===== src/rtl/binary_downscale_filter_pkg.sv =====
// Shared constants and types for the nonogram image path.
// Image geometry matches the stored camera photo. The downscaled grid is
// one bit per GRID_BLK x GRID_BLK block.
package nonogram_pkg;

  localparam int IMG_W    = 320;
  localparam int IMG_H    = 240;
  localparam int GRID_BLK = 8;
  localparam int GRID_W   = IMG_W / GRID_BLK;
  localparam int GRID_H   = IMG_H / GRID_BLK;

  typedef enum logic [1:0] {
    IDLE  = 2'd0,
    ACCUM = 2'd1,
    DONE  = 2'd2
  } bds_state_t;

endpackage


===== src/rtl/binary_downscale_filter_if.sv =====
// Row-stream bundle between the thresholding path, the downscaler and the
// constraint-generator storage.
// The optional black_blocks_out statistic exists only when BDS_STATS_EN is
// defined.
interface binary_downscale_filter_if import nonogram_pkg::*; #(
  parameter int IN_W = IMG_W,
  parameter int IN_H = IMG_H,
  parameter int BLK  = GRID_BLK
);

  localparam int OUT_W  = IN_W / BLK;
  localparam int IDX_W  = $clog2(IN_H / BLK);
  localparam int STAT_W = $clog2(IN_W * IN_H / BLK / BLK + 1);

  logic              start_in;
  logic              row_valid_in;
  logic [IN_W-1:0]   row_in;
  logic              row_valid_out;
  logic [OUT_W-1:0]  row_out;
  logic [IDX_W-1:0]  row_idx_out;
  logic              busy_out;
  logic              done_out;
`ifdef BDS_STATS_EN
  logic [STAT_W-1:0] black_blocks_out;

  modport master (
    output start_in, row_valid_in, row_in,
    input  row_valid_out, row_out, row_idx_out, busy_out, done_out,
           black_blocks_out
  );

  modport slave (
    input  start_in, row_valid_in, row_in,
    output row_valid_out, row_out, row_idx_out, busy_out, done_out,
           black_blocks_out
  );
`else
  modport master (
    output start_in, row_valid_in, row_in,
    input  row_valid_out, row_out, row_idx_out, busy_out, done_out
  );

  modport slave (
    input  start_in, row_valid_in, row_in,
    output row_valid_out, row_out, row_idx_out, busy_out, done_out
  );
`endif

endinterface


===== src/rtl/binary_downscale_filter_popcount8.sv =====
// Combinational population count of one 8-pixel block slice.
module popcount8 (
  input  logic [7:0] i_bits,
  output logic [3:0] o_count
);

  // Sum the eight pixel bits.
  always_comb begin
    o_count = 4'd0;
    for (int i = 0; i < 8; i++) begin
      o_count = o_count + {3'b000, i_bits[i]};
    end
  end

endmodule


===== src/rtl/binary_downscale_filter.sv =====
// Streaming 8x8 majority box filter: one 320-pixel binary row in per
// accepted cycle, one 40-bit row out per band of BLK accepted rows, and a
// done pulse after the last band.
// Optional feature macro: BDS_STATS_EN adds a per-frame count of set
// output bits (black_blocks_out).
module binary_downscale_filter import nonogram_pkg::*; #(
  parameter int IN_W   = IMG_W,
  parameter int IN_H   = IMG_H,
  parameter int BLK    = GRID_BLK,
  parameter int THRESH = 32
) (
  input  logic clk_in,
  input  logic reset_in,
  binary_downscale_filter_if.slave bus
);

  localparam int NB     = IN_W / BLK;
  localparam int NBANDS = IN_H / BLK;
  localparam int IDX_W  = $clog2(NBANDS);
  localparam int BAND_W = $clog2(BLK);
  localparam int CNT_W  = $clog2(BLK * BLK + 1);
  localparam int STAT_W = $clog2(IN_W * IN_H / BLK / BLK + 1);

  localparam logic [1:0] ST_IDLE  = 2'(IDLE);
  localparam logic [1:0] ST_ACCUM = 2'(ACCUM);
  localparam logic [1:0] ST_DONE  = 2'(DONE);

  logic [1:0]        r_state;
  logic [BAND_W-1:0] r_band_row;
  logic [IDX_W-1:0]  r_out_row;
  logic              r_busy;
  logic              r_done;
  logic              r_valid;
  logic [NB-1:0]     r_row_out;
  logic [IDX_W-1:0]  r_row_idx;
  logic [CNT_W-1:0]  r_cnt [NB];

  logic [3:0]        w_pc [NB];
  logic [CNT_W-1:0]  w_sum [NB];
  logic [NB-1:0]     w_bits;
  logic              w_accept;
  logic              w_band_end;
  logic              w_last_band;

  // One popcount per block column of the incoming row.
  for (genvar k = 0; k < NB; k++) begin : g_pc
    popcount8 u_pc (
      .i_bits  (bus.row_in[k*BLK +: 8]),
      .o_count (w_pc[k])
    );
  end

  // A row counts only while accumulating and not being overridden by start.
  always_comb begin
    w_accept    = (r_state == ST_ACCUM) && bus.row_valid_in && !bus.start_in;
    w_band_end  = w_accept && (r_band_row == BAND_W'(BLK - 1));
    w_last_band = (r_out_row == IDX_W'(NBANDS - 1));
  end

  // Block totals including the current row, and their majority decision.
  always_comb begin
    for (int k = 0; k < NB; k++) begin
      w_sum[k]  = r_cnt[k] + {{(CNT_W-4){1'b0}}, w_pc[k]};
      w_bits[k] = (w_sum[k] >= CNT_W'(THRESH));
    end
  end

  // Frame sequencing, output row register and status pulses.
  always_ff @(posedge clk_in or posedge reset_in) begin
    if (reset_in) begin
      r_state    <= ST_IDLE;
      r_band_row <= '0;
      r_out_row  <= '0;
      r_busy     <= 1'b0;
      r_done     <= 1'b0;
      r_valid    <= 1'b0;
      r_row_out  <= '0;
      r_row_idx  <= '0;
    end else begin
      r_valid <= 1'b0;
      r_done  <= 1'b0;
      if (bus.start_in) begin
        // start in any state (re)opens a frame; an aborted frame gets no done
        r_state    <= ST_ACCUM;
        r_band_row <= '0;
        r_out_row  <= '0;
        r_busy     <= 1'b1;
      end else begin
        case (r_state)
          ST_IDLE: begin
            r_state <= ST_IDLE;
          end
          ST_ACCUM: begin
            if (w_band_end) begin
              r_band_row <= '0;
              r_valid    <= 1'b1;
              r_row_out  <= w_bits;
              r_row_idx  <= r_out_row;
              if (w_last_band) begin
                r_out_row <= '0;
                r_state   <= ST_DONE;
              end else begin
                r_out_row <= r_out_row + IDX_W'(1);
              end
            end else if (w_accept) begin
              r_band_row <= r_band_row + BAND_W'(1);
            end
          end
          ST_DONE: begin
            r_done  <= 1'b1;
            r_busy  <= 1'b0;
            r_state <= ST_IDLE;
          end
          default: begin
            r_busy  <= 1'b0;
            r_state <= ST_IDLE;
          end
        endcase
      end
    end
  end

  // Per-block black-pixel counters; zeroed on start and at each band end.
  always_ff @(posedge clk_in or posedge reset_in) begin
    if (reset_in) begin
      for (int k = 0; k < NB; k++) r_cnt[k] <= '0;
    end else if (bus.start_in || w_band_end) begin
      for (int k = 0; k < NB; k++) r_cnt[k] <= '0;
    end else if (w_accept) begin
      for (int k = 0; k < NB; k++) r_cnt[k] <= w_sum[k];
    end
  end

  assign bus.row_valid_out = r_valid;
  assign bus.row_out       = r_row_out;
  assign bus.row_idx_out   = r_row_idx;
  assign bus.busy_out      = r_busy;
  assign bus.done_out      = r_done;

`ifdef BDS_STATS_EN
  logic [STAT_W-1:0] r_black_blocks;
  logic [STAT_W-1:0] w_band_ones;

  // Number of set bits in the row about to be emitted.
  always_comb begin
    w_band_ones = '0;
    for (int k = 0; k < NB; k++) begin
      w_band_ones = w_band_ones + STAT_W'(w_bits[k]);
    end
  end

  // Running frame total of set output bits.
  always_ff @(posedge clk_in or posedge reset_in) begin
    if (reset_in) begin
      r_black_blocks <= '0;
    end else if (bus.start_in) begin
      r_black_blocks <= '0;
    end else if (w_band_end) begin
      r_black_blocks <= r_black_blocks + w_band_ones;
    end
  end

  assign bus.black_blocks_out = r_black_blocks;
`endif

endmodule

===== src/flat_wrapper.sv =====
// flat-port wrapper written by rule: the top's interface ports become plain ports
module binary_downscale_filter_flat import nonogram_pkg::*;
#(
  parameter int IN_W   = IMG_W,
  parameter int IN_H   = IMG_H,
  parameter int BLK    = GRID_BLK,
  parameter int THRESH = 32
)
  (clk_in, reset_in, bus_start_in, bus_row_valid_in, bus_row_in, bus_row_valid_out, bus_row_out, bus_row_idx_out, bus_busy_out, bus_done_out);
  binary_downscale_filter_if #(.IN_W(IN_W), .IN_H(IN_H), .BLK(BLK)) bus_i ();
  input  logic clk_in;
  input  logic reset_in;
  input wire logic [$bits(bus_i.start_in)-1:0] bus_start_in;
  input wire logic [$bits(bus_i.row_valid_in)-1:0] bus_row_valid_in;
  input wire logic [$bits(bus_i.row_in)-1:0] bus_row_in;
  output wire logic [$bits(bus_i.row_valid_out)-1:0] bus_row_valid_out;
  output wire logic [$bits(bus_i.row_out)-1:0] bus_row_out;
  output wire logic [$bits(bus_i.row_idx_out)-1:0] bus_row_idx_out;
  output wire logic [$bits(bus_i.busy_out)-1:0] bus_busy_out;
  output wire logic [$bits(bus_i.done_out)-1:0] bus_done_out;
  assign bus_i.start_in = bus_start_in;
  assign bus_i.row_valid_in = bus_row_valid_in;
  assign bus_i.row_in = bus_row_in;
  assign bus_row_valid_out = bus_i.row_valid_out;
  assign bus_row_out = bus_i.row_out;
  assign bus_row_idx_out = bus_i.row_idx_out;
  assign bus_busy_out = bus_i.busy_out;
  assign bus_done_out = bus_i.done_out;
  binary_downscale_filter #(.IN_W(IN_W), .IN_H(IN_H), .BLK(BLK), .THRESH(THRESH)) u_core (.clk_in(clk_in), .reset_in(reset_in), .bus(bus_i));
endmodule

===== config.mk =====
export PLATFORM = sky130hd
export DESIGN_NAME = binary_downscale_filter_flat
export DESIGN_NICKNAME = d
export VERILOG_FILES = /design/src/rtl/binary_downscale_filter_pkg.sv /design/src/rtl/binary_downscale_filter_if.sv /design/src/rtl/binary_downscale_filter_popcount8.sv /design/src/rtl/binary_downscale_filter.sv /design/src/flat_wrapper.sv
export SDC_FILE = /design/constraint.sdc
export NUM_CORES = 1
export LEC_CHECK = 0
export BUFFER_PORTS_ARGS = -buffer_cell sky130_fd_sc_hd__buf_2
export CAP_MARGIN = 10
export CORE_ASPECT_RATIO = 1.75
export CORE_MARGIN = 2
export CORE_UTILIZATION = 35
export DETAILED_ROUTE_END_ITERATION = 16
export PLACE_DENSITY = 0.59
export SYNTH_ARGS = -nofsm -noshare
export SYNTH_HDL_FRONTEND = slang
export SYNTH_SLANG_ARGS = --single-unit

===== constraint.sdc =====
create_clock -name clk_in -period 16.25 [get_ports clk_in]
set_input_delay 3.25 -clock clk_in [delete_from_list [all_inputs] [get_ports clk_in]]
set_output_delay 3.25 -clock clk_in [all_outputs]
set_load 0.005 [all_outputs]

==> metrics.md <==
| Metric | Value |
|---|---|
| Status | finished, final reports clean |
| Post-Syn Area per Cell | 9.79 µm² |
| Worst slew margin | 0.231 |
| CTS root buf | clkbuf_16 |
| Seq/Total Area, Yosys | 0.344 |
| CTS Sinks | 338 |
| Pre-CTS setup slack | 9.46 ns |
| Post-Layout Cell Count | 3799 |
| Number of flops mapped to enable cells by yosys | 0 |
| Tot GR Track Use | 0.159 |
| Die width | 204 µm |
| Family with the most delay on the worst path | adder cells |
| Num CTS Buffers | 37 |
| Crit path launch | bus_row_in[160] |
| GR Overflow Total | 0 |
| Worst Path Class, Setup | input port to flop |
| Pwr Density | 127 nW/µm² |
| CP endpoint kind | flop |
| Commonest non-fill, non-tap cell in the layout | inv_1 |
| Synthesized cell area | 24600 µm² |
| Seq cells post-synth | 338 |
| CTS max path bufs | 3 |
| Fin crit period | 6.23 ns |
| Number of setup buffers added after CTS | 0 |
| Startpoint class of the critical path | input port |
| Area leader, netlist | dfrtp_1 |
| Rows | 128 |
| Worst EP arrival | 6.62 ns |
| Number of nets in the layout | 3628 |
| Worst slew pin tran | 1.15 ns |
| Critical path, cell by cell | buf_2, fa_1, inv_1, fa_1, fa_1, fa_1, fa_1, nand2b_1, a21boi_0, o211ai_1, xor2_1, a31oi_1 |
| Die Area | 72400 µm² |
| Reg2Reg Depth | 10 |
| DP Wirelength | 40200 µm |
| Number of nets with antenna violations after routing | 0 |
| Gp weighted congestion | 0.775 |
| Initial core utilization | 0.353 |
| Worst setup margin | 10.02 ns |
| Placed Area | 27400 µm² |
| Port bufs | 371 |
| Top FF cell, synth | dfrtp_1 |
| Drt wl/cell | 14.6 µm |
| Total core area | 69500 µm² |
| Final setup viols | 0 |
| Buf+Inv Stages, Crit Path | 2 |
| Synthesized instance count | 2510 |
| Ys async rst share | 1.00 |
| Area Growth Syn to Fin | 16.6% |
| Critical Path RT | 16.64 ns |
| Via count | 18126 |
| # hold bufs at CTS | 0 |
| Final slew viol count | 0 |
| Layout cell share with drive strength beyond 1 | 0.156 |
| CTS tree | built |
| Global-route wire length before repair | 93800 µm |
| Setup_tns | 0 ns |
| H-tree depth | 2 |
| Clock Latency Late Sink | 0.55 ns |
| Drt first pass iters | 4 |
| CP dominant cell by count | fa_1 |
| CP peak stage delay | 0.53 ns |
| Final hold slack | 0.455 ns |
| Max Cap Viol | 0 |
| Hold crit path type | flop to flop |
| Clk_skew | 0.0110 ns |
| Placed cell count | 3731 |
| Synth top area share | 0.344 |
| Crit path max-delay cell type | fa_1 |
| WHS Path Cells | 1 |
| Netlist cell types | 35 |
| VDD IR-drop max | 0.0739 mV |
| 1st-iter DRT viols | 556 |
| RR Startpoint | u_core.r_cnt[133] |
| Hold Crit Start | u_core.r_state[0] |
| RSZ-0062 raised after global routing | no |
| Most frequent cells in the layout | inv_1 (442), buf_2 (371), dfrtp_1 (338) |
| Ports | 372 |
| Post-CTS sizing | 0 |
| Crit Path Max Fanout | 2 |
| Detailed-route DRC error count | 0 |
| Max Clk Rate | 161 MHz |
| Final wirelength | 55300 µm |
| Via density | 4.77 |
| Tcrit/Tclk final | 0.383 |
| Synth warnings | 0 |
| Initial antenna violation count | 5 |
| Vias in the first global route | 19616 |
| Final hold violation count | 0 |
| Static Leak | 15.1 nW |
| Clk slew on worst S/H paths | 0.07 ns |
| Final instance area | 28600 µm² |
| Synth top area cells | dfrtp_1 (34%), fa_1 (16%), ha_1 (12%), inv_1 (6.8%), o21ai_0 (5.0%) |
| CP Depth | 12 |
| Pin count of the biggest net entering global routing | 107 |
| Net Count, Synth | 3278 |
| Die H | 354 µm |
## flip-flops by register name (all words and copies together) (netlist names)
signal and cells:
u_core.r_cnt 280, u_core.r_out_row 5, u_core.r_state 2, u_core.bus.row_idx_out 5
u_core.r_band_row 3, u_core.bus.row_out 40, u_core.bus.busy_out 1, u_core.bus.row_valid_out 1
u_core.bus.done_out 1
## power by group
group	internal, W	switching [W]	total [W]
registers	0.00100	0.0000966	0.00110
clock network	0.000529	0.000365	0.000894
logic	0.000773	0.000877	0.00165
## routing by layer
| metal | track usage | vias to the layer above | wire [µm] |
|---|---|---|---|
| met5 | 0 | - | 24 |
| met4 | 0.0426 | 4 | 1240 |
| met3 | 0.0217 | 78 | 2310 |
| met2 | 0.300 | 298 | 29600 |
| met1 | 0.185 | 8870 | 22200 |
| li1 | - | 8876 | - |
## synth_stat cells, types with 2 or more instances
cell and n:
a21boi_0 22, a21o_1 19, a21oi_1 20, a22o_1 2, a31oi_1 40, a32o_1 22
a41o_1 18, buf_2 47, clkbuf_1 25, dfrtp_1 338, fa_1 200, ha_1 244
inv_1 443, nand2_1 278, nand2b_1 46, nand3_1 64, nor2_1 85, nor2b_1 41
nor3_1 2, o2111ai_1 22, o211ai_1 40, o21a_1 18, o21ai_0 246, o22ai_1 40
xnor2_1 62, xor2_1 117
## worst paths after layout
check / end / slack (ns)
hold reg to reg: u_core.bus.done_out / 0.45
min in group asynchronous: u_core.r_cnt[147] / 2.78
max in group asynchronous: u_core.r_cnt[253] / 11.27
setup reg to reg: u_core.bus.row_out[20] / 13.00
setup / recovery: u_core.bus.row_out[20] / 10.02
hold / removal: u_core.bus.done_out / 0.45
## area by class of cell
type                            instances  area [µm²]
Inverter                              444        1680
Tap cell                              910        1140
Clock buffer                           55        1130
Sequential cell                       338        8460
Multi-Input combinational cell       1656       14100
Clock inverter                         12         149
Fill cell                            6972       40900
Antenna cell                            1        2.50
Timing Repair Buffer                  383        1950
## kinds of logic (layout without fill, tap and decap cells)
| kind of cell | after synthesis | after routing | share of synthesized area |
|---|---|---|---|
| DFF | 338 | 338 | 0.344 |
| adders and majority gates | 444 | 444 | 0.287 |
| buffers and inverters | 516 | 894 | 0.0812 |
| other | 0 | 1 | 0 |
| xor gates and xnor gates | 179 | 179 | 0.0638 |
| AOI/OAI and AO/OA | 512 | 512 | 0.131 |
| and+or+nand+nor | 521 | 521 | 0.0927 |
## per-stage QoR
stage / total power (W) / utilization
3_5_place_dp: 0.00280 / 0.394
2_1_floorplan: 0.00239 / -
6_report: 0.00364 / 0.412
5_1_grt: 0.00402 / 0.412
4_1_cts: 0.00373 / 0.412
3_3_place_gp: 0.00274 / 0.394
No activity file was read; power rests on OpenSTA's default activity.
